==> src/rtl/sb_param_pkg.sv <==
// Shared constants and side helpers for the
// parametrised switch block with shadow config.
package sb_param_pkg;

  localparam int SIDE_TOP    = 0;
  localparam int SIDE_RIGHT  = 1;
  localparam int SIDE_BOTTOM = 2;
  localparam int SIDE_LEFT   = 3;

  localparam int SEL_W = 3;

  localparam logic [SEL_W-1:0] SEL_OFF = 3'd0;
  localparam logic [SEL_W-1:0] SEL_OPP = 3'd1;
  localparam logic [SEL_W-1:0] SEL_CW  = 3'd2;
  localparam logic [SEL_W-1:0] SEL_CCW = 3'd3;
  localparam logic [SEL_W-1:0] SEL_PIN = 3'd4;

  function automatic int opp_side(input int s);
    return (s + 2) % 4;
  endfunction

  function automatic int cw_side(input int s);
    return (s + 1) % 4;
  endfunction

  function automatic int ccw_side(input int s);
    return (s + 3) % 4;
  endfunction

endpackage

==> src/rtl/sb_track_sel.sv <==
// Single output-track 5-way selector.
// Reserved codes fall to the off state.
module sb_track_sel
  import sb_param_pkg::*;
(
  input  logic             opp,
  input  logic             cw,
  input  logic             ccw,
  input  logic             pin,
  input  logic [SEL_W-1:0] sel,
  output logic             out
);

  always_comb begin
    out = 1'b0;
    case (sel)
      SEL_OPP: out = opp;
      SEL_CW:  out = cw;
      SEL_CCW: out = ccw;
      SEL_PIN: out = pin;
      default: out = 1'b0;
    endcase
  end

endmodule

==> src/rtl/sb_param_shadow.sv <==
// Switch block with serial shadow config chain and
// length-checked atomic commit to the active config.
module sb_param_shadow
  import sb_param_pkg::*;
#(
  parameter  int CHAN_W   = 10,
  parameter  int PINS     = 4,
  localparam int CFG_BITS = 4 * CHAN_W * SEL_W,
  localparam int CNT_W    = $clog2(CFG_BITS + 2)
) (
  input  logic                prog_clk,
  input  logic                pReset,
  input  logic [4*CHAN_W-1:0] chan_in,
  input  logic [4*PINS-1:0]   pin_in,
  output logic [4*CHAN_W-1:0] chan_out,
  input  logic                ccff_head,
  input  logic                cfg_shift,
  input  logic                cfg_commit,
  output logic                ccff_tail,
  output logic [CNT_W-1:0]    cfg_count,
  output logic                cfg_loaded,
  output logic                cfg_err
);

  localparam logic [CNT_W-1:0] CNT_FULL = CNT_W'(CFG_BITS);
  localparam logic [CNT_W-1:0] CNT_MAX  = CNT_W'(CFG_BITS + 1);

  logic [CFG_BITS-1:0] shadow_q, shadow_d;
  logic [CFG_BITS-1:0] active_q, active_d;
  logic [CNT_W-1:0]    count_q, count_d;
  logic                loaded_q, loaded_d;
  logic                err_q, err_d;

  always_comb begin
    shadow_d = shadow_q;
    active_d = active_q;
    count_d  = count_q;
    loaded_d = loaded_q;
    err_d    = err_q;
    if (cfg_shift) begin
      shadow_d = {shadow_q[CFG_BITS-2:0], ccff_head};
      if (cfg_commit) begin
        // the colliding shift is the first bit of a new load
        count_d = CNT_W'(1);
        err_d   = 1'b1;
      end else if (count_q != CNT_MAX) begin
        count_d = count_q + CNT_W'(1);
      end
    end else if (cfg_commit) begin
      count_d = '0;
      if (count_q == CNT_FULL) begin
        active_d = shadow_q;
        loaded_d = 1'b1;
        err_d    = 1'b0;
      end else begin
        err_d = 1'b1;
      end
    end
  end

  always_ff @(posedge prog_clk) begin
    if (pReset) begin
      shadow_q <= '0;
      active_q <= '0;
      count_q  <= '0;
      loaded_q <= 1'b0;
      err_q    <= 1'b0;
    end else begin
      shadow_q <= shadow_d;
      active_q <= active_d;
      count_q  <= count_d;
      loaded_q <= loaded_d;
      err_q    <= err_d;
    end
  end

  assign ccff_tail  = shadow_q[CFG_BITS-1];
  assign cfg_count  = count_q;
  assign cfg_loaded = loaded_q;
  assign cfg_err    = err_q;

  for (genvar s = 0; s < 4; s++) begin : g_side
    for (genvar t = 0; t < CHAN_W; t++) begin : g_trk
      localparam int F = s * CHAN_W + t;
      sb_track_sel u_sel (
        .opp (chan_in[opp_side(s) * CHAN_W + t]),
        .cw  (chan_in[cw_side(s) * CHAN_W + t]),
        .ccw (chan_in[ccw_side(s) * CHAN_W + t]),
        .pin (pin_in[s * PINS + (t % PINS)]),
        .sel (active_q[SEL_W*F +: SEL_W]),
        .out (chan_out[F])
      );
    end
  end

endmodule

==> config.mk <==
export PLATFORM = sky130hd
export DESIGN_NAME = sb_param_shadow
export DESIGN_NICKNAME = d
export VERILOG_FILES = /design/src/rtl/sb_param_pkg.sv /design/src/rtl/sb_track_sel.sv /design/src/rtl/sb_param_shadow.sv
export SDC_FILE = /design/constraint.sdc
export NUM_CORES = 1
export LEC_CHECK = 0
export BUFFER_PORTS_ARGS = -buffer_cell sky130_fd_sc_hd__buf_2
export CAP_MARGIN = 30
export CORE_AREA = 3 3 152 154
export CTS_CLUSTER_DIAMETER = 150
export DETAILED_ROUTE_END_ITERATION = 6
export DIE_AREA = 0 0 155 157
export PLACE_DENSITY = 0.72
export SYNTH_ARGS = -nofsm -noshare
export SYNTH_HDL_FRONTEND = slang
export SYNTH_SLANG_ARGS = --single-unit
==> constraint.sdc <==
create_clock -name prog_clk -period 3.33 [get_ports prog_clk]
set_input_delay 0.333 -clock prog_clk [delete_from_list [all_inputs] [get_ports prog_clk]]
set_output_delay 0.333 -clock prog_clk [all_outputs]
set_load 0.1 [all_outputs]
==> out/qor.csv <==
metric,value,unit
via_count,8973,
period_minus_slack,2.74,ns
cts_root_buffer,clkbuf_16,
netlist_area,0.0119,mm^2
die_w,155,um
rsz0062_at_grt,false,
antenna_cells,0,
clk_latency,0.53,ns
synth_fp_nets,1343,
hpwl,20600,um
num_rows,54,
layout_common_cells,"249 x dfxtp_1, 241 x nand2b_1, 241 x mux2i_1, 165 x nor2_1, 108 x buf_2",
fin_nets,1384,
hold_violations,0,
overflow,0,
synth_edf_count,0,
syn2layout_area_growth,11.2,%
io_buffer_count,110,
drv_slew,0,
cts_tree,yes,
start_util,54.5,%
synth-xor-area-share,0.147,%
io_pins,111,
cp-start-kind,flop,
remaining_drc_errors,0,
vdd_drop_max,0.331,mV
synth_compound_area_share,7.33,%
timing.final.crit_share,82.4,%
layout-drive-gt1-share,12.2,%
maxSlewHeadroom,37.3,%
cts_max_level,1,
setup_tns,0,ns
min_path_type,input pin to flop,
hold_ws,0.0464,ns
grt_pass1_wl,45200,um
setup_viol,0,
postRouteAntennaNets,0,
powerDensity,484,mW/mm^2
first_global_vias,8451,
ys.flop_type,dfxtp_1,
grt_start_max_net_pins,151,
grt_usage,23.3,%
path_class,flop to primary output,
muxShareOfSynthArea,20.3,%
timing.fmax,365,MHz
synthAdderAreaFrac,0.315,%
ctsHoldBuffers,0,
end_kind,primary output,
dieHeight,157,um
worstMarginPinSlew,0.941,ns
yosys_warnings,0,
drt_pass1_iterations,5,
drt-total-wl,29100,um
postCtsSetupBuffers,0,
synth_top_family_by_area,simple AND/OR/NAND/NOR gates,
cts_sinks,249,
seq_area_frac_synth,41.9,%
cts_buffers,26,
ys_async_sr_fraction,0,%
cp.required,3.00,ns
worst-path-max-fanout,5,
synth_cell_types,30,
postSynthAreaPerCell,9.30,um^2
outcome,"complete, no violations",
fin_worst_skew,0.00866,ns
ys_seq_elements,249,
core-area,0.0218,mm^2
routed_via_density,5.54,
gp_congestion,0.855,
dieArea,0.0243,mm^2
maxCapViolations,0,
wl_per_cell,17.9,um
critical_path_arrival,2.41,ns
total_power,6.40,mW
ctsLongestPathBuffers,3,
drt_iter0_markers,625,
p_leak,4.89,nW
cts_resized,0,
netlist_instances,1279,
clkTransAtPathRegs,0.06,ns
antenna_found_initial,1,
mostFrequentLayoutCell,dfxtp_1,
synthSimpleGateAreaFrac,24.6,%
synthesized netlist by cell type, types with 2 or more instances:
master	n	area [um^2]
or4_1	40	300
nand2_1	46	173
nor2_1	165	619
dfxtp_1	249	4980
ha_1	3	37.5
buf_2	18	90.1
buf_4	41	308
clkbuf_1	40	150
mux2i_1	241	2410
or3_1	2	12.5
o21ai_0	3	15.0
buf_6	8	90.1
a21oi_1	85	425
xor2_1	2	17.5
o32a_1	39	390
nor2b_1	39	244
inv_1	4	15.0
nand4_1	2	12.5
nand2b_1	241	1510
sequential cells by signal, indices dropped and copies added, names as in the netlist:
| register | count |
|---|---|
| active_q | 120 |
| cfg_loaded | 1 |
| cfg_err | 1 |
| shadow_q | 120 |
| cfg_count | 7 |
layer usage:
| metal | up-vias | wire (um) | global-route usage, % |
|---|---|---|---|
| met1 | 4288 | 13300 | 31.7 |
| met4 | 4 | 764 | 7.36 |
| met2 | 210 | 13200 | 37.8 |
| met5 | - | 94 | 2.38 |
| met3 | 44 | 1620 | 3.77 |
| li1 | 4427 | - | - |
cell type report:
class / count / area (um^2)
clock buffer: 39 / 771
clock inverter: 9 / 148
fill: 1895 / 8590
inverter: 4 / 15.0
multi-input combinational: 919 / 6260
sequential: 249 / 4980
tap: 280 / 350
timing repair buffer: 120 / 703
final timing paths:
check / startpoint / to / slack (ns) / cells after the start
worst max-delay path: active_q[31] / chan_out[10] / 0.59 / 4
worst min-delay path: ccff_head / shadow_q[0] / 0.05 / 3
worst max register to register: cfg_count[3] / active_q[15] / 1.13 / 4
worst min register to register: shadow_q[64] / active_q[64] / 0.48 / 2
power by group:
part	total (mW)	leakage, nW	internal [mW]	switching (mW)
registers	2.99	2.01	2.98	0.00428
logic	0.320	2.44	0.117	0.203
clock network	3.09	0.449	1.91	1.19
total	6.40	4.89	5.00	1.40
worst max-delay path: stages, from the launching register on:
cell and delay [ns]:
dfxtp_1 0.38, a21oi_1 0.10, or4_1 0.50, a21oi_1 0.39, buf_2 0.51
cells by family after synthesis:
group / Yosys count
flip-flops: 249
XOR/XNOR: 2
buffers and inverters: 111
AO/OA/AOI/OAI: 132
multiplexers: 241
AND/OR/NAND/NOR: 541
adder cells (fa/ha/maj): 3
per-stage QoR:
stage          setup WS, ns  cell area (um^2)  util (%)  cells
4_1_cts               0.616             13200      60.6   1620
3_5_place_dp           1.10             12300      56.4   1572
6_report              0.587             13200      60.6   1620
5_1_grt               0.524             13200      60.6   1620
2_1_floorplan          1.01             11900         -   1279
3_3_place_gp           1.10             12300      56.4   1572
No activity file was read; power rests on OpenSTA's default activity.
